$ cat config.mk
export PLATFORM = sky130hd
export DESIGN_NAME = mc_main_control
export DESIGN_NICKNAME = d
export VERILOG_FILES = /design/src/rtl/mc_pkg.sv /design/src/rtl/mc_wait_timer.sv /design/src/rtl/mc_main_control.sv
export SDC_FILE = /design/constraint.sdc
export NUM_CORES = 1
export LEC_CHECK = 0
export CORE_MARGIN = 8
export CORE_UTILIZATION = 40
export DETAILED_ROUTE_END_ITERATION = 8
export PLACE_DENSITY = 0.75
export REMOVE_ABC_BUFFERS = 1
export SLEW_MARGIN = 0
export SYNTH_ARGS = -nofsm -noshare
export SYNTH_HDL_FRONTEND = slang
export SYNTH_SLANG_ARGS = --single-unit
$ cat constraint.sdc
create_clock -name clk -period 1.5 [get_ports clk]
set_clock_uncertainty 0.1 [all_clocks]
set_input_delay 0.225 -clock clk [delete_from_list [all_inputs] [get_ports clk]]
set_output_delay 0.225 -clock clk [all_outputs]
set_load 0.005 [all_outputs]
$ cat src/rtl/mc_pkg.sv
// Shared definitions for the multi-cycle MIPS main control: opcodes, state
// encoding and the datapath select codes driven by the controller.
package mc_pkg;

  localparam logic [5:0] OP_RTYPE = 6'b000000;
  localparam logic [5:0] OP_LW    = 6'b100011;
  localparam logic [5:0] OP_SW    = 6'b101011;
  localparam logic [5:0] OP_BEQ   = 6'b000100;
  localparam logic [5:0] OP_J     = 6'b000010;
  localparam logic [5:0] OP_ADDI  = 6'b001000;

  typedef enum logic [3:0] {
    ST_IDLE   = 4'd0,
    ST_FETCH  = 4'd1,
    ST_DECODE = 4'd2,
    ST_MEMADR = 4'd3,
    ST_MEMRD  = 4'd4,
    ST_MEMWB  = 4'd5,
    ST_MEMWR  = 4'd6,
    ST_EXEC   = 4'd7,
    ST_RWB    = 4'd8,
    ST_BRANCH = 4'd9,
    ST_JUMP   = 4'd10,
    ST_ADDIEX = 4'd11,
    ST_ADDIWB = 4'd12
  } state_t;

  localparam logic [1:0] ALUSRCB_RT    = 2'b00;
  localparam logic [1:0] ALUSRCB_FOUR  = 2'b01;
  localparam logic [1:0] ALUSRCB_IMM   = 2'b10;
  localparam logic [1:0] ALUSRCB_IMMSH = 2'b11;

  localparam logic [1:0] PCSRC_ALU    = 2'b00;
  localparam logic [1:0] PCSRC_ALUOUT = 2'b01;
  localparam logic [1:0] PCSRC_JUMP   = 2'b10;

  localparam logic [1:0] ALUOP_ADD   = 2'b00;
  localparam logic [1:0] ALUOP_SUB   = 2'b01;
  localparam logic [1:0] ALUOP_FUNCT = 2'b10;

  // States that wait on the memory handshake and are guarded by the watchdog.
  function automatic logic is_wait_state(input state_t s);
    return (s == ST_FETCH) || (s == ST_MEMRD) || (s == ST_MEMWR);
  endfunction

endpackage

$ cat src/rtl/mc_wait_timer.sv
// Watchdog for memory wait states: counts consecutive cycles without
// mem_ready and flags expiry on the MAX_WAIT-th such cycle.
module mc_wait_timer #(
  parameter int MAX_WAIT = 15,
  parameter int CNT_W    = 8
) (
  input  logic clk,
  input  logic reset,
  input  logic active,
  input  logic mem_ready,
  output logic expired
);

  localparam logic [CNT_W-1:0] LAST = CNT_W'(MAX_WAIT - 1);

  logic [CNT_W-1:0] cnt;

  assign expired = active && !mem_ready && (cnt == LAST);

  // Outside wait states the counter sits at zero, so every entry starts clean.
  always_ff @(posedge clk or posedge reset) begin
    if (reset) begin
      cnt <= '0;
    end else if (!active || mem_ready || expired) begin
      cnt <= '0;
    end else begin
      cnt <= cnt + 1'b1;
    end
  end

endmodule

$ cat src/rtl/mc_main_control.sv
// Multi-cycle MIPS main control FSM: Moore control strobes per state, with
// completion strobes gated by mem_ready and a watchdog abort back to FETCH.
module mc_main_control
  import mc_pkg::*;
#(
  parameter int MAX_WAIT = 15,
  parameter int CNT_W    = 8
) (
  input  logic       clk,
  input  logic       reset,
  input  logic [5:0] op,
  input  logic       mem_ready,
  output logic       pcwrite,
  output logic       pcwritecond,
  output logic       iord,
  output logic       memread,
  output logic       memwrite,
  output logic       irwrite,
  output logic       memtoreg,
  output logic       regdst,
  output logic       regwrite,
  output logic       alusrca,
  output logic [1:0] alusrcb,
  output logic       aluop1,
  output logic       aluop0,
  output logic [1:0] pcsource,
  output logic       instr_done,
  output logic       illegal_op,
  output logic       mem_timeout,
  output logic [3:0] state
);

  state_t     cur, nxt;
  logic       expired;
  logic [1:0] aluop;

  always_ff @(posedge clk or posedge reset) begin
    if (reset) begin
      cur <= ST_IDLE;
    end else begin
      cur <= nxt;
    end
  end

  mc_wait_timer #(
    .MAX_WAIT (MAX_WAIT),
    .CNT_W    (CNT_W)
  ) u_wait_timer (
    .clk       (clk),
    .reset     (reset),
    .active    (is_wait_state(cur)),
    .mem_ready (mem_ready),
    .expired   (expired)
  );

  assign state  = cur;
  assign aluop1 = aluop[1];
  assign aluop0 = aluop[0];

  always_comb begin
    pcwrite     = 1'b0;
    pcwritecond = 1'b0;
    iord        = 1'b0;
    memread     = 1'b0;
    memwrite    = 1'b0;
    irwrite     = 1'b0;
    memtoreg    = 1'b0;
    regdst      = 1'b0;
    regwrite    = 1'b0;
    alusrca     = 1'b0;
    alusrcb     = ALUSRCB_RT;
    aluop       = ALUOP_ADD;
    pcsource    = PCSRC_ALU;
    instr_done  = 1'b0;
    illegal_op  = 1'b0;
    mem_timeout = 1'b0;
    nxt         = ST_IDLE;

    case (cur)
      ST_IDLE: nxt = ST_FETCH;

      ST_FETCH: begin
        memread = 1'b1;
        alusrcb = ALUSRCB_FOUR;
        if (mem_ready) begin
          irwrite  = 1'b1;
          pcwrite  = 1'b1;
          pcsource = PCSRC_ALU;
          nxt      = ST_DECODE;
        end else begin
          mem_timeout = expired;
          nxt         = ST_FETCH;
        end
      end

      ST_DECODE: begin
        alusrcb = ALUSRCB_IMMSH;
        case (op)
          OP_LW, OP_SW: nxt = ST_MEMADR;
          OP_RTYPE:     nxt = ST_EXEC;
          OP_BEQ:       nxt = ST_BRANCH;
          OP_J:         nxt = ST_JUMP;
          OP_ADDI:      nxt = ST_ADDIEX;
          default: begin
            illegal_op = 1'b1;
            nxt        = ST_FETCH;
          end
        endcase
      end

      ST_MEMADR: begin
        alusrca = 1'b1;
        alusrcb = ALUSRCB_IMM;
        nxt     = (op == OP_LW) ? ST_MEMRD : ST_MEMWR;
      end

      ST_MEMRD: begin
        memread = 1'b1;
        iord    = 1'b1;
        if (mem_ready) begin
          nxt = ST_MEMWB;
        end else if (expired) begin
          mem_timeout = 1'b1;
          nxt         = ST_FETCH;
        end else begin
          nxt = ST_MEMRD;
        end
      end

      ST_MEMWB: begin
        regwrite   = 1'b1;
        memtoreg   = 1'b1;
        instr_done = 1'b1;
        nxt        = ST_FETCH;
      end

      ST_MEMWR: begin
        memwrite = 1'b1;
        iord     = 1'b1;
        if (mem_ready) begin
          instr_done = 1'b1;
          nxt        = ST_FETCH;
        end else if (expired) begin
          mem_timeout = 1'b1;
          nxt         = ST_FETCH;
        end else begin
          nxt = ST_MEMWR;
        end
      end

      ST_EXEC: begin
        alusrca = 1'b1;
        aluop   = ALUOP_FUNCT;
        nxt     = ST_RWB;
      end

      ST_RWB: begin
        regdst     = 1'b1;
        regwrite   = 1'b1;
        instr_done = 1'b1;
        nxt        = ST_FETCH;
      end

      ST_BRANCH: begin
        alusrca     = 1'b1;
        aluop       = ALUOP_SUB;
        pcwritecond = 1'b1;
        pcsource    = PCSRC_ALUOUT;
        instr_done  = 1'b1;
        nxt         = ST_FETCH;
      end

      ST_JUMP: begin
        pcwrite    = 1'b1;
        pcsource   = PCSRC_JUMP;
        instr_done = 1'b1;
        nxt        = ST_FETCH;
      end

      ST_ADDIEX: begin
        alusrca = 1'b1;
        alusrcb = ALUSRCB_IMM;
        nxt     = ST_ADDIWB;
      end

      ST_ADDIWB: begin
        regwrite   = 1'b1;
        instr_done = 1'b1;
        nxt        = ST_FETCH;
      end

      default: nxt = ST_IDLE;
    endcase
  end

endmodule

==> flow_metrics.env <==
export IMPL_design_area_sq_um=2020
export IMPL_cts_root_buf="clkbuf_4"
export IMPL_cp_end_kind="output port"
export IMPL_cts_tree="done"
export IMPL_gp_congestion=0.872
export IMPL_start_kind="flop"
export IMPL_grt_total_usage_pct=22.3
export IMPL_path_cells="buf_6 -> buf_6 -> mux2i_1 -> nor4b_2 -> buf_2"
export IMPL_fill_cells=85
export IMPL_path_class="reg -> out"
export IMPL_die_area_sq_um=4140
export IMPL_die_w_um=64.4
export IMPL_htree_levels=1
export IMPL_run_status="finished with violations"
export IMPL_diodes=0
export IMPL_placed_cell_area_sq_um=1590
export IMPL_dp_cells=215
export IMPL_hold_slack_ps=195
export IMPL_drive_gt1_share_pct=67.6
export IMPL_vias=1445
export IMPL_viasPerCell=6.00
export IMPL_violations="setup timing"
export IMPL_yosys_area_top_type_share_pct=32.1
export IMPL_instances_no_fill=241
export IMPL_finalWorstSetupSlack_ps=-407
export IMPL_synth_top_area_cell="dfrtp_1"
export IMPL_path_max_fanout=3
export IMPL_drt_initial_drc_count=96
export IMPL_drtAntennaViolNets=0
export IMPL_synth_cells=116
export IMPL_worstSkewPairLatency_ps=280
export IMPL_power_density_nw_per_um2=1540
export IMPL_cts_made_buffers=3
export IMPL_clk_pin_slew_ps=80
export IMPL_grt_pass1_vias=1437
export IMPL_syn2layout_area_growth_pct=116
export IMPL_dpl_hpwl_um=2550
export IMPL_r2r_end="state[0]"
export IMPL_cts_buffer_depth=2
export IMPL_drc=0
export IMPL_fp_row_count=17
export IMPL_power_leakage_nw=0.978
export IMPL_crit_family="flip-flops"
export IMPL_worstReg2RegStart="state[2]"
export IMPL_synth_commonest_cells="22 x nor2_1, 12 x dfrtp_1, 7 x o21ai_0"
export IMPL_die_height_um=64.4
export IMPL_finalPower_mw=3.12
export IMPL_critPathBufInv=3
export IMPL_maxSlewViolCount=0
export IMPL_wl_per_cell_um=22.8
export IMPL_ys_ff_latch=12
export IMPL_ir_drop_mv=1.18
export IMPL_cpMostUsedCell="buf_6"
export IMPL_ys_async_sr_fraction_pct=100
export IMPL_cpMaxStageDelayCell="dfrtp_2"
export IMPL_maxSlewHeadroom_pct=68.9
export IMPL_period_share_pct=127
export IMPL_synth_avg_cell_area_sq_um=8.07
export IMPL_grt_max_degree=13
export IMPL_start_util_pct=42.3
export IMPL_max_freq_ghz=0.525
export IMPL_max_stage_delay_ps=450
export IMPL_hold_viol_final=0
export IMPL_nets=225
export IMPL_post_synth_top_count_cell="nor2_1"
export IMPL_port_buffer_count=31
export IMPL_synth_area_sq_um=936
export IMPL_totalWireLength_um=5500
export IMPL_final_min_clock_period_ps=1910
export IMPL_synth_edf_count=0
export IMPL_synth_ff_type="dfrtp_1"
export IMPL_drtPass1Iterations=4
export IMPL_min_path_type="in -> async"
export IMPL_required_ps=1170
export IMPL_antenna_found_initial=0
export IMPL_coreArea_sq_um=2210
export IMPL_tightest_slew_ps=465
export IMPL_synth_area_leaders="dfrtp_1 32%, nor2_1 8.8%, xor2_1 5.6%"
export IMPL_cts_sinks=12
export IMPL_ys_types=36
export IMPL_maxCapViolations=0
export IMPL_setup_viol_count_final=33
export IMPL_crit_arrival_ps=1580
export IMPL_ys_warn_count=0
export IMPL_grt_pass1_wl_um=7420
export IMPL_r2r_cells=7
export IMPL_worst_r2r_setup_slack_ps=-310
export IMPL_rsz0062_at_grt="yes"
export IMPL_yosysSeqAreaShare_pct=32.1
export IMPL_grt_ovfl_total=0
export IMPL_ios=32
## worst register-to-register path: cells and delay by family (launching register included)
kind / cells / cell delay, ps
AO/OA/AOI/OAI: 2 / 300
buffers and inverters: 3 / 390
flip-flops: 1 / 450
AND/OR/NAND/NOR: 2 / 450
## stage by stage
step / worst slack (ps) / utilization [%] / setup TNS (ps)
2_1_floorplan: -133 / - / -202
3_3_place_gp: -573 / 72.0 / -8490
3_5_place_dp: -732 / 72.0 / -9880
4_1_cts: -290 / 86.7 / -3610
5_1_grt: -440 / 91.4 / -7250
6_report: -407 / 91.4 / -6360
## worst max path at each step
stage	from	endpoint	slack (ps)	cells after the start
2_1_floorplan	state[0]	mem_timeout	-130	3
3_3_place_gp	op[0]	illegal_op	-570	6
3_5_place_dp	op[1]	illegal_op	-730	5
4_1_cts	state[3]	pcwrite	-290	4
5_1_grt	state[0]	mem_timeout	-440	5
6_report	state[2]	mem_timeout	-410	5
## flip-flops by register name, indices dropped and copies added, names as in the netlist
signal            flops
state                 4
u_wait_timer.cnt      8
## repair_timing
| action | in CTS | in global routing |
|---|---|---|
| gates cloned | 0 | 0 |
| resized for setup | 137 | 35 |
| buffers inserted | 20 | 2 |
| setup endpoints to repair | 35 | 35 |
| pin swaps | 14 | 15 |
| hold buffers | 0 | 0 |
## kinds of logic (layout without fill, tap and decap cells)
kind of cell	after synthesis	count (layout)	synth area share [%]
muxes	2	2	2.14
AOI/OAI and AO/OA	23	23	17.2
DFF	12	12	32.1
adders and majority gates	2	2	2.67
and+or+nand+nor	57	57	31.6
buffers and inverters	12	109	6.82
xor gates and xnor gates	8	8	7.49
## power by group
part	internal [mW]	switching [mW]	leakage, nW
clock network	0.148	0.121	0.0210
registers	0.386	0.0924	0.158
logic	1.22	1.16	0.799
total	1.75	1.37	0.978
## cell type report
cell class | instances | area (sq um) | area share [%]
inverter | 4 | 15.0 | 0.743
tap | 28 | 35.0 | 1.73
multi-input combinational | 92 | 816 | 40.3
clock buffer | 4 | 36.3 | 1.79
timing repair buffer | 101 | 816 | 40.3
sequential | 12 | 304 | 15.0
## layer usage
| layer | track usage [%] | routed length [um] | up-vias |
|---|---|---|---|
| met3 | 4.01 | 365 | 42 |
| met4 | 12.0 | 348 | 0 |
| li1 | - | - | 602 |
| met5 | 0 | 0 | - |
| met2 | 39.0 | 2800 | 119 |
| met1 | 24.9 | 1990 | 682 |
## cell usage in the layout (no fill, tap or decap), types with 2 or more instances in the layout
| master | count |
|---|---|
| buf_4 | 50 |
| buf_6 | 19 |
| buf_2 | 17 |
| nor2_2 | 9 |
| dfrtp_1 | 9 |
| nor2_1 | 8 |
| xor2_1 | 6 |
| dlygate4sd2_1 | 6 |
| nor2_4 | 5 |
| nand2b_4 | 4 |
| o21ai_1 | 4 |
| and3_1 | 4 |
| nand2_1 | 4 |
| nand4_1 | 4 |
| inv_1 | 3 |
| a21oi_1 | 3 |
| nor3_2 | 3 |
| clkbuf_4 | 3 |
| clkdlybuf4s50_1 | 3 |
| clkdlybuf4s15_2 | 3 |
| dfrtp_2 | 3 |
| mux2i_1 | 2 |
| a21oi_2 | 2 |
| o211ai_1 | 2 |
| nand3_2 | 2 |
| nor4b_2 | 2 |
| nor3_1 | 2 |
| nand2_2 | 2 |
| clkbuf_2 | 2 |
(Power assumes the default switching activity.)
